**src/rtl/load_store_unit.sv**
```systemverilog
// load_store_unit: single-outstanding MEM-stage data access FSM (IDLE -> REQ -> DONE).
// Define LSU_MISALIGN_TRAP_EN to trap misaligned halfword/word accesses without touching memory.
module load_store_unit (
    input  logic        clk,
    input  logic        reset,
    input  logic [31:0] instr_mem,
    input  logic [31:0] addr,
    input  logic [31:0] wdata,
    output logic        dmem_req,
    output logic        dmem_we,
    output logic [31:0] dmem_addr,
    output logic [31:0] dmem_wdata,
    output logic [3:0]  dmem_be,
    input  logic        dmem_ack,
    input  logic [31:0] dmem_rdata,
    output logic [31:0] rdata,
    output logic        done,
    output logic        stall,
    output logic        misalign
);
    typedef enum logic [1:0] {IDLE, REQ, DONE} state_t;
    state_t state;

    logic [4:0]  opcode;
    logic [2:0]  funct3;
    logic        is_load, is_store, memop, is_byte, is_half;
    logic [3:0]  be_next;
    logic [31:0] wdata_next;
    logic [2:0]  funct3_q;
    logic [1:0]  offset_q;
    logic        is_load_q;
    logic [7:0]  byte_sel;
    logic [15:0] half_sel;
    logic [31:0] load_result;
    logic        unused_instr_bits;

    assign opcode   = instr_mem[6:2];
    assign funct3   = instr_mem[14:12];
    assign is_load  = (opcode == 5'b00000);
    assign is_store = (opcode == 5'b01000);
    assign memop    = is_load || is_store;
    assign stall    = ((state == IDLE) && memop) || (state == REQ);
    assign unused_instr_bits = ^{instr_mem[31:15], instr_mem[11:7], instr_mem[1:0]};

    // Stores use funct3 100/101 as plain word stores; only loads have unsigned variants.
    always_comb begin
        is_byte    = (funct3 == 3'b000) || (is_load && (funct3 == 3'b100));
        is_half    = (funct3 == 3'b001) || (is_load && (funct3 == 3'b101));
        be_next    = 4'b1111;
        wdata_next = wdata;
        if (is_store && is_byte) begin
            be_next    = 4'b0001 << addr[1:0];
            wdata_next = {4{wdata[7:0]}};
        end else if (is_store && is_half) begin
            be_next    = addr[1] ? 4'b1100 : 4'b0011;
            wdata_next = {2{wdata[15:0]}};
        end
    end

    always_comb begin
        byte_sel = dmem_rdata[{offset_q, 3'b000} +: 8];
        half_sel = offset_q[1] ? dmem_rdata[31:16] : dmem_rdata[15:0];
        case (funct3_q)
            3'b000:  load_result = {{24{byte_sel[7]}}, byte_sel};
            3'b001:  load_result = {{16{half_sel[15]}}, half_sel};
            3'b100:  load_result = {24'd0, byte_sel};
            3'b101:  load_result = {16'd0, half_sel};
            default: load_result = dmem_rdata;
        endcase
    end

`ifdef LSU_MISALIGN_TRAP_EN
    logic misaligned;
    assign misaligned = is_half ? addr[0] : (!is_byte && (addr[1:0] != 2'b00));
`else
    assign misalign = 1'b0;
`endif

    // Request fields are latched on IDLE exit so upstream changes during REQ cannot disturb them.
    always_ff @(posedge clk) begin
        if (reset) begin
            state      <= IDLE;
            dmem_req   <= 1'b0;
            dmem_we    <= 1'b0;
            dmem_addr  <= 32'd0;
            dmem_wdata <= 32'd0;
            dmem_be    <= 4'd0;
            rdata      <= 32'd0;
            done       <= 1'b0;
            funct3_q   <= 3'd0;
            offset_q   <= 2'd0;
            is_load_q  <= 1'b0;
`ifdef LSU_MISALIGN_TRAP_EN
            misalign   <= 1'b0;
`endif
        end else begin
            case (state)
                IDLE: begin
                    done  <= 1'b0;
                    rdata <= 32'd0;
                    if (memop) begin
`ifdef LSU_MISALIGN_TRAP_EN
                        if (misaligned) begin
                            state    <= DONE;
                            done     <= 1'b1;
                            misalign <= 1'b1;
                        end else
`endif
                        begin
                            state      <= REQ;
                            dmem_req   <= 1'b1;
                            dmem_we    <= is_store;
                            dmem_addr  <= {addr[31:2], 2'b00};
                            dmem_wdata <= wdata_next;
                            dmem_be    <= be_next;
                            funct3_q   <= funct3;
                            offset_q   <= addr[1:0];
                            is_load_q  <= is_load;
                        end
                    end
                end
                REQ: begin
                    if (dmem_ack) begin
                        state    <= DONE;
                        dmem_req <= 1'b0;
                        done     <= 1'b1;
                        rdata    <= is_load_q ? load_result : 32'd0;
                    end
                end
                DONE: begin
                    state <= IDLE;
                    done  <= 1'b0;
                    rdata <= 32'd0;
`ifdef LSU_MISALIGN_TRAP_EN
                    misalign <= 1'b0;
`endif
                end
                default: state <= IDLE;
            endcase
        end
    end
endmodule

```
**config.mk**
```make
export PLATFORM = sky130hd
export DESIGN_NAME = load_store_unit
export DESIGN_NICKNAME = d
export VERILOG_FILES = /design/src/rtl/load_store_unit.sv
export SDC_FILE = /design/constraint.sdc
export NUM_CORES = 1
export LEC_CHECK = 0
export CORE_AREA = 2 2 106 118
export DETAILED_ROUTE_END_ITERATION = 10
export DIE_AREA = 0 0 108 120
export GPL_TIMING_DRIVEN = 0
export PLACE_DENSITY = 0.84
export SYNTH_ARGS = -nofsm -noshare
export SYNTH_HDL_FRONTEND = slang
export SYNTH_SLANG_ARGS = --single-unit
```
**constraint.sdc**
```tcl
create_clock -name clk -period 3.4 [get_ports clk]
set_clock_uncertainty 0.1 [all_clocks]
set_input_delay 0.68 -clock clk [delete_from_list [all_inputs] [get_ports clk]]
set_output_delay 0.68 -clock clk [all_outputs]
set_load 0.02 [all_outputs]
```
==> results_dict.tcl, run 1 <==
set metrics [dict create \
    total_power_w 0.002802 \
    rows 42 \
    tightest_slew_ps 736.5 \
    final_max_slew_viol_count 0 \
    max_stage_delay_ps 550 \
    min_from "dmem_addr[29]$_SDFFE_PP0P_" \
    synth_area_mm2 0.004601 \
    period_needed_ps 3066 \
    power.density_mw_per_mm2 388.9 \
    cp-start-kind "primary input" \
    r2r_slack_ps 1070 \
    viasPerCell 5.369 \
    run_status "complete, no violations" \
    grt_pass1_vias 4877 \
    ys_types 44 \
    grt_antenna_before_repair 0 \
    dp_slack_ps -31.45 \
    clkSinkCount 109 \
    rr_worst_depth 5 \
    fin_ws_ps 334.2 \
    grt_pass1_wl_um 24090 \
    worstHoldPathType "flip-flop to flip-flop" \
    core-area_mm2 0.01182 \
    grt-ovfl-total 0 \
    rsz0062_at_grt "false" \
    max_clock_freq_mhz 326.2 \
    top_layer_used "met4" \
    wl_per_cell_um 17.08 \
    cts_root_buf "clkbuf_16" \
    ys_seq_area_frac 0.4743 \
    endpoint_kind "flip-flop" \
    cts_max_level 3 \
    area_growth_pct 56.62 \
    die_x_um 108 \
    die_y_um 120 \
    worst_path_max_delay_cell "nor3_2" \
    grt_usage 0.2353 \
    pin_count 236 \
    period_share 0.9017 \
    dp_hpwl_um 11730 \
    firstDrtPassIters 5 \
    ys_top_cells_by_area "dfxtp_1, nand2_1, a21oi_1" \
    dieArea_mm2 0.01296 \
    hold_end "dmem_addr[29]$_SDFFE_PP0P_" \
    drt-met1-wl_um 6080 \
    via_count 4848 \
    crit_chain "clkdlybuf4s50_1 > or4_4 > buf_6 > nor3_2 > clkbuf_1 > buf_2 > a211oi_1" \
    fin_nets 875 \
    syn-instance-count 523 \
    drive_gt1_frac 0.05607 \
    synth.largest_area_cell "dfxtp_1" \
    wl_met2_um 7615 \
    drt_iter0_markers 209 \
    routabilityCongestion 0.8139 \
    synth_flop_cell "dfxtp_1" \
    crit_arrival_ps 3170 \
    start_util 0.3891 \
    hold_path_depth 2 \
    diodes 0 \
    cp_max_fo 10 \
    synth_edf_count 0 \
    cts_buffer_depth 2 \
    clkLatencyLatePin_ps 350 \
    port_buffers 208 \
    reg2reg_to "rdata[27]$_SDFFE_PP0P_" \
    power.leakage_nw 2.599 \
    slew_headroom 0.5080 \
    synth-async-reset-ratio 0 \
    drc 0 \
    utilization 0.6094 \
    clk_pin_slew_ps 70 \
    hold_violations 0 \
    yosysWarnings 0 \
    ant_nets 0 \
    cts_hold_buf 0 \
    cts_tree "done" \
    wl_met3_um 1274 \
    crit_type "primary input to flip-flop" \
    reg2reg_from "state[1]$_SDFFE_PP0P_" \
    postLayoutCellArea_mm2 0.007206 \
    drv_cap 0 \
    numCtsBuffers 9 \
    grt_max_degree 18 \
    yosys.area.top_type_share 0.4743 \
    required_ps 3510 \
    ir_worst_vdd_mv 0.1938 \
    routed_wl_um 15430 \
    dpl_cell_area_mm2 0.006883 \
    syn_avg_cell_area_um2 8.797 \
    finalSetupViolCount 0 \
    ys_ff_latch 109 \
    yosys.cell_count.top_type "dfxtp_1" \
    tns_ps 0 \
    synth.top_cells.by_count "dfxtp_1, nand2_1, a21oi_1" \
]
==> what timing repair did <==
item | CTS | global route
hold endpoints to repair | 0 | 0
setup endpoints to repair | 0 | 1
gates resized for setup | 0 | 1
buffers inserted | 0 | 0
==> sequential cells by signal (all words and copies together), names as in the netlist <==
register	cells
dmem_we	1
dmem_addr	30
dmem_req	1
offset_q	2
rdata	32
is_load_q	1
dmem_be	4
state	2
done	1
dmem_wdata	32
funct3_q	3
==> cells by family after synthesis <==
group	after synthesis	share of synthesized area
AOI/OAI and AO/OA	150	0.2260
other	1	0.0008151
muxes	38	0.08512
and+or+nand+nor	163	0.1553
DFF	109	0.4743
buffers and inverters	62	0.05847
==> worst max path at each step <==
stage / from / to / depth (start not counted)
6_report: instr_mem[3] / dmem_wdata[15]$_SDFFE_PP0P_ / 7
5_1_grt: instr_mem[3] / dmem_wdata[17]$_SDFFE_PP0P_ / 7
4_1_cts: instr_mem[3] / stall / 5
3_5_place_dp: instr_mem[3] / dmem_wdata[23]$_SDFFE_PP0P_ / 7
3_3_place_gp: instr_mem[3] / dmem_wdata[16]$_SDFFE_PP0P_ / 7
2_1_floorplan: instr_mem[3] / dmem_wdata[21]$_SDFFE_PP0P_ / 7
==> routing by layer <==
metal	track usage	up-vias
li1	-	2290
met1	0.2716	2313
met2	0.4057	210
met3	0.06681	35
met4	0.09615	0
met5	0	-
==> cell type report <==
type                       instances  area [um^2]
fill                             985         4618
sequential                       109         2182
multi-input combinational        354         2157
timing repair buffer             208         2085
clock buffer                      12        266.5
tap                              154        192.7
buffer                            41        190.2
inverter                          21        78.83
clock inverter                     4        53.80
==> per-stage QoR <==
step	hold slack (ps)	instances
after floorplan	340.6	525
after CTS	357.8	903
after global placement	341.0	887
after global routing	371.2	903
final	355.3	903
after detailed placement	348.5	887
==> layout by cell type, fill, tap and decap left out, types with 8 or more instances in the layout <==
cell type        count
inv_1               20
a32oi_1              8
nor2_1              32
nand2_1            102
dfxtp_1            109
a211oi_1            13
mux2i_1             29
a311oi_1             9
o211ai_1             8
clkbuf_16            9
a22o_1               8
o221ai_1             8
a221o_1             16
mux2_2               9
clkdlybuf4s50_1    207
a21oi_1             63
clkbuf_1            32
==> worst max-delay path: cells and delay by family <==
family	cells	cell delay (ps)
simple gates	2	1090
compound gates	1	100
buf+inv	4	1290
==> power breakdown <==
part	internal (W)	switching, W	total (W)	leakage [nW]
logic	0.000197	0.000167	0.000365	1.57
registers	0.00130	0.0000142	0.00131	0.881
clock network	0.000635	0.000489	0.00112	0.151
total	0.00213	0.000671	0.00280	2.60
Power figures use the tool's default switching activity.
==> run 2: changes to the inputs <==
- CORE_AREA: 2 2 106 118 -> 2 2 155 81
- DIE_AREA: 0 0 108 120 -> 0 0 157 83
- PLACE_DENSITY: 0.84 -> 0.85
- clock period: 3.4 -> 3.5 ns (I/O delays scaled with it)
==> run 2 against run 1 <==
Effect of this change:
- sequential power barely moved
- via count rose by 1.9%
- critical path type is now primary input to primary output
- cell area fell by 0.19%
- total power is 5.7% lower
- count of clock-buffer cells in the layout fell by 1
- register-to-register slack got worse by 120 ps
- combinational power decreased by 2%
- setup slack got worse by 240 ps
- hold slack barely moved
- sequential cell count stayed put
==> results_dict.tcl, run 2 (synthesis gave the netlist of run 1 again) <==
set metrics [dict create \
    dp_hpwl_um 13150 \
    p_seq_frac 0.483 \
    grt_antenna_before_repair 0 \
    cts_setup_buffers 0 \
    required_ps 2700 \
    endpoint_kind "primary output" \
    grt-ovfl-total 0 \
    p_comb_frac 0.136 \
    drt_iter0_markers 445 \
    grt_usage 0.2535 \
    period_needed_ps 3411 \
    tns_ps 0 \
    firstDrtPassIters 5 \
    total_power_w 0.002641 \
    cts_hold_buf 0 \
    power.density_mw_per_mm2 367.2 \
    hold_violations 0 \
    die_y_um 83 \
    p_sw_w 0.0006560 \
    cp_max_fo 10 \
    crit_type "primary input to primary output" \
    crit_arrival_ps 2610 \
    max_clock_freq_mhz 293.2 \
    clk_pin_slew_ps 70 \
    numCtsBuffers 9 \
    dieArea_mm2 0.01303 \
    core-area_mm2 0.01160 \
    rsz0062_at_grt "false" \
    slew_headroom 0.4016 \
    cts_max_level 3 \
    finalSetupViolCount 0 \
    cts_tree "done" \
    clkSinkCount 109 \
    cts_root_buf "clkbuf_16" \
    use_met3 0.07672 \
    layout_commonest_cell "clkdlybuf4s50_1" \
    grt_pass1_vias 4790 \
    p_int_w 0.001985 \
    busiest_layer "met2" \
    final_max_slew_viol_count 0 \
    drive_gt1_frac 0.05607 \
    ir_worst_vdd_mv 0.2419 \
    via_count 4939 \
    power.leakage_nw 2.579 \
    worstHoldPathType "flip-flop to flip-flop" \
    grt_pass1_wl_um 25720 \
    swShare 0.2484 \
    grt_max_degree 19 \
    grt_util_met2 0.3907 \
    ant_nets 0 \
    viasPerCell 5.404 \
    tightest_slew_ps 895.6 \
    final_cell_mix "clkdlybuf4s50_1, dfxtp_1, nand2_1" \
    reg_top3 "dmem_wdata (32), rdata (32), dmem_addr (30)" \
    pin_count 236 \
    cp-start-kind "primary input" \
    cts-resized-gates 0 \
    port_buffers 208 \
    drc 0 \
    drv_cap 0 \
    run_status "complete, no violations" \
    diodes 0 \
    wl_per_cell_um 18.34 \
    period_share 0.9744 \
    p_clk_frac 0.381 \
    routed_wl_um 16770 \
    rows 28 \
    die_x_um 157 \
    start_util 0.3967 \
    routabilityCongestion 0.8953 \
    area_growth_pct 56.32 \
    clkLatencyLatePin_ps 340 \
    cts_buffer_depth 2 \
    gr-usage-met1 0.3493 \
    fin_nets 875 \
]
-- run 2: final timing paths --
| check | start | endpoint | slack [ps] | cells past startpoint |
|---|---|---|---|---|
| max | instr_mem[2] | stall | 90 | 5 |
| min | rdata[3]$_SDFFE_PP0P_ | rdata[3]$_SDFFE_PP0P_ | 360 | 2 |
| max reg2reg | state[1]$_SDFFE_PP0P_ | rdata[24]$_SDFFE_PP0P_ | 950 | 5 |
| min reg2reg | rdata[3]$_SDFFE_PP0P_ | rdata[3]$_SDFFE_PP0P_ | 360 | 2 |
-- run 2: power by group through the flow --
stage          clock network, W  logic (W)  registers [W]
2_1_floorplan                 0   0.000112        0.00133
3_3_place_gp                  0   0.000346        0.00130
3_5_place_dp                  0   0.000354        0.00130
4_1_cts                 0.00102   0.000356        0.00128
5_1_grt                 0.00108   0.000380        0.00128
6_report                0.00101   0.000359        0.00128
-- run 2: cell type report --
class                           instances  area, um^2
Buffer                                 41       190.2
Clock buffer                           11       252.7
Clock inverter                          5       42.54
Fill cell                             974        4404
Inverter                               21       78.83
Multi-Input combinational cell        354        2157
Sequential cell                       109        2182
Tap cell                              165       206.4
Timing Repair Buffer                  208        2082
-- run 2: per-layer routing --
metal	up-vias	wire length, um	part of all wire
met5	-	0	0
met4	0	231	0.014
met3	32	1863	0.11
met2	279	7211	0.43
met1	2328	7460	0.44
li1	2300	-	-
-- run 2: worst max-delay path: stages --
cell             delay (ps)
clkdlybuf4s50_1         410
or4_4                   520
buf_6                   160
a21oi_1                 150
clkdlybuf4s50_1         660
-- run 2: stage by stage --
stage	setup slack, ps	hold WS (ps)	area, um^2	instances	utilization
finish	89.46	355.1	7192	914	0.6202
CTS	85.08	357.5	7192	914	0.6202
floorplan	842.9	340.6	4608	525	-
global placement	61.13	338.5	6897	898	0.5947
global route	42.66	367.2	7192	914	0.6202
detailed placement	4.075	346.5	6897	898	0.5947
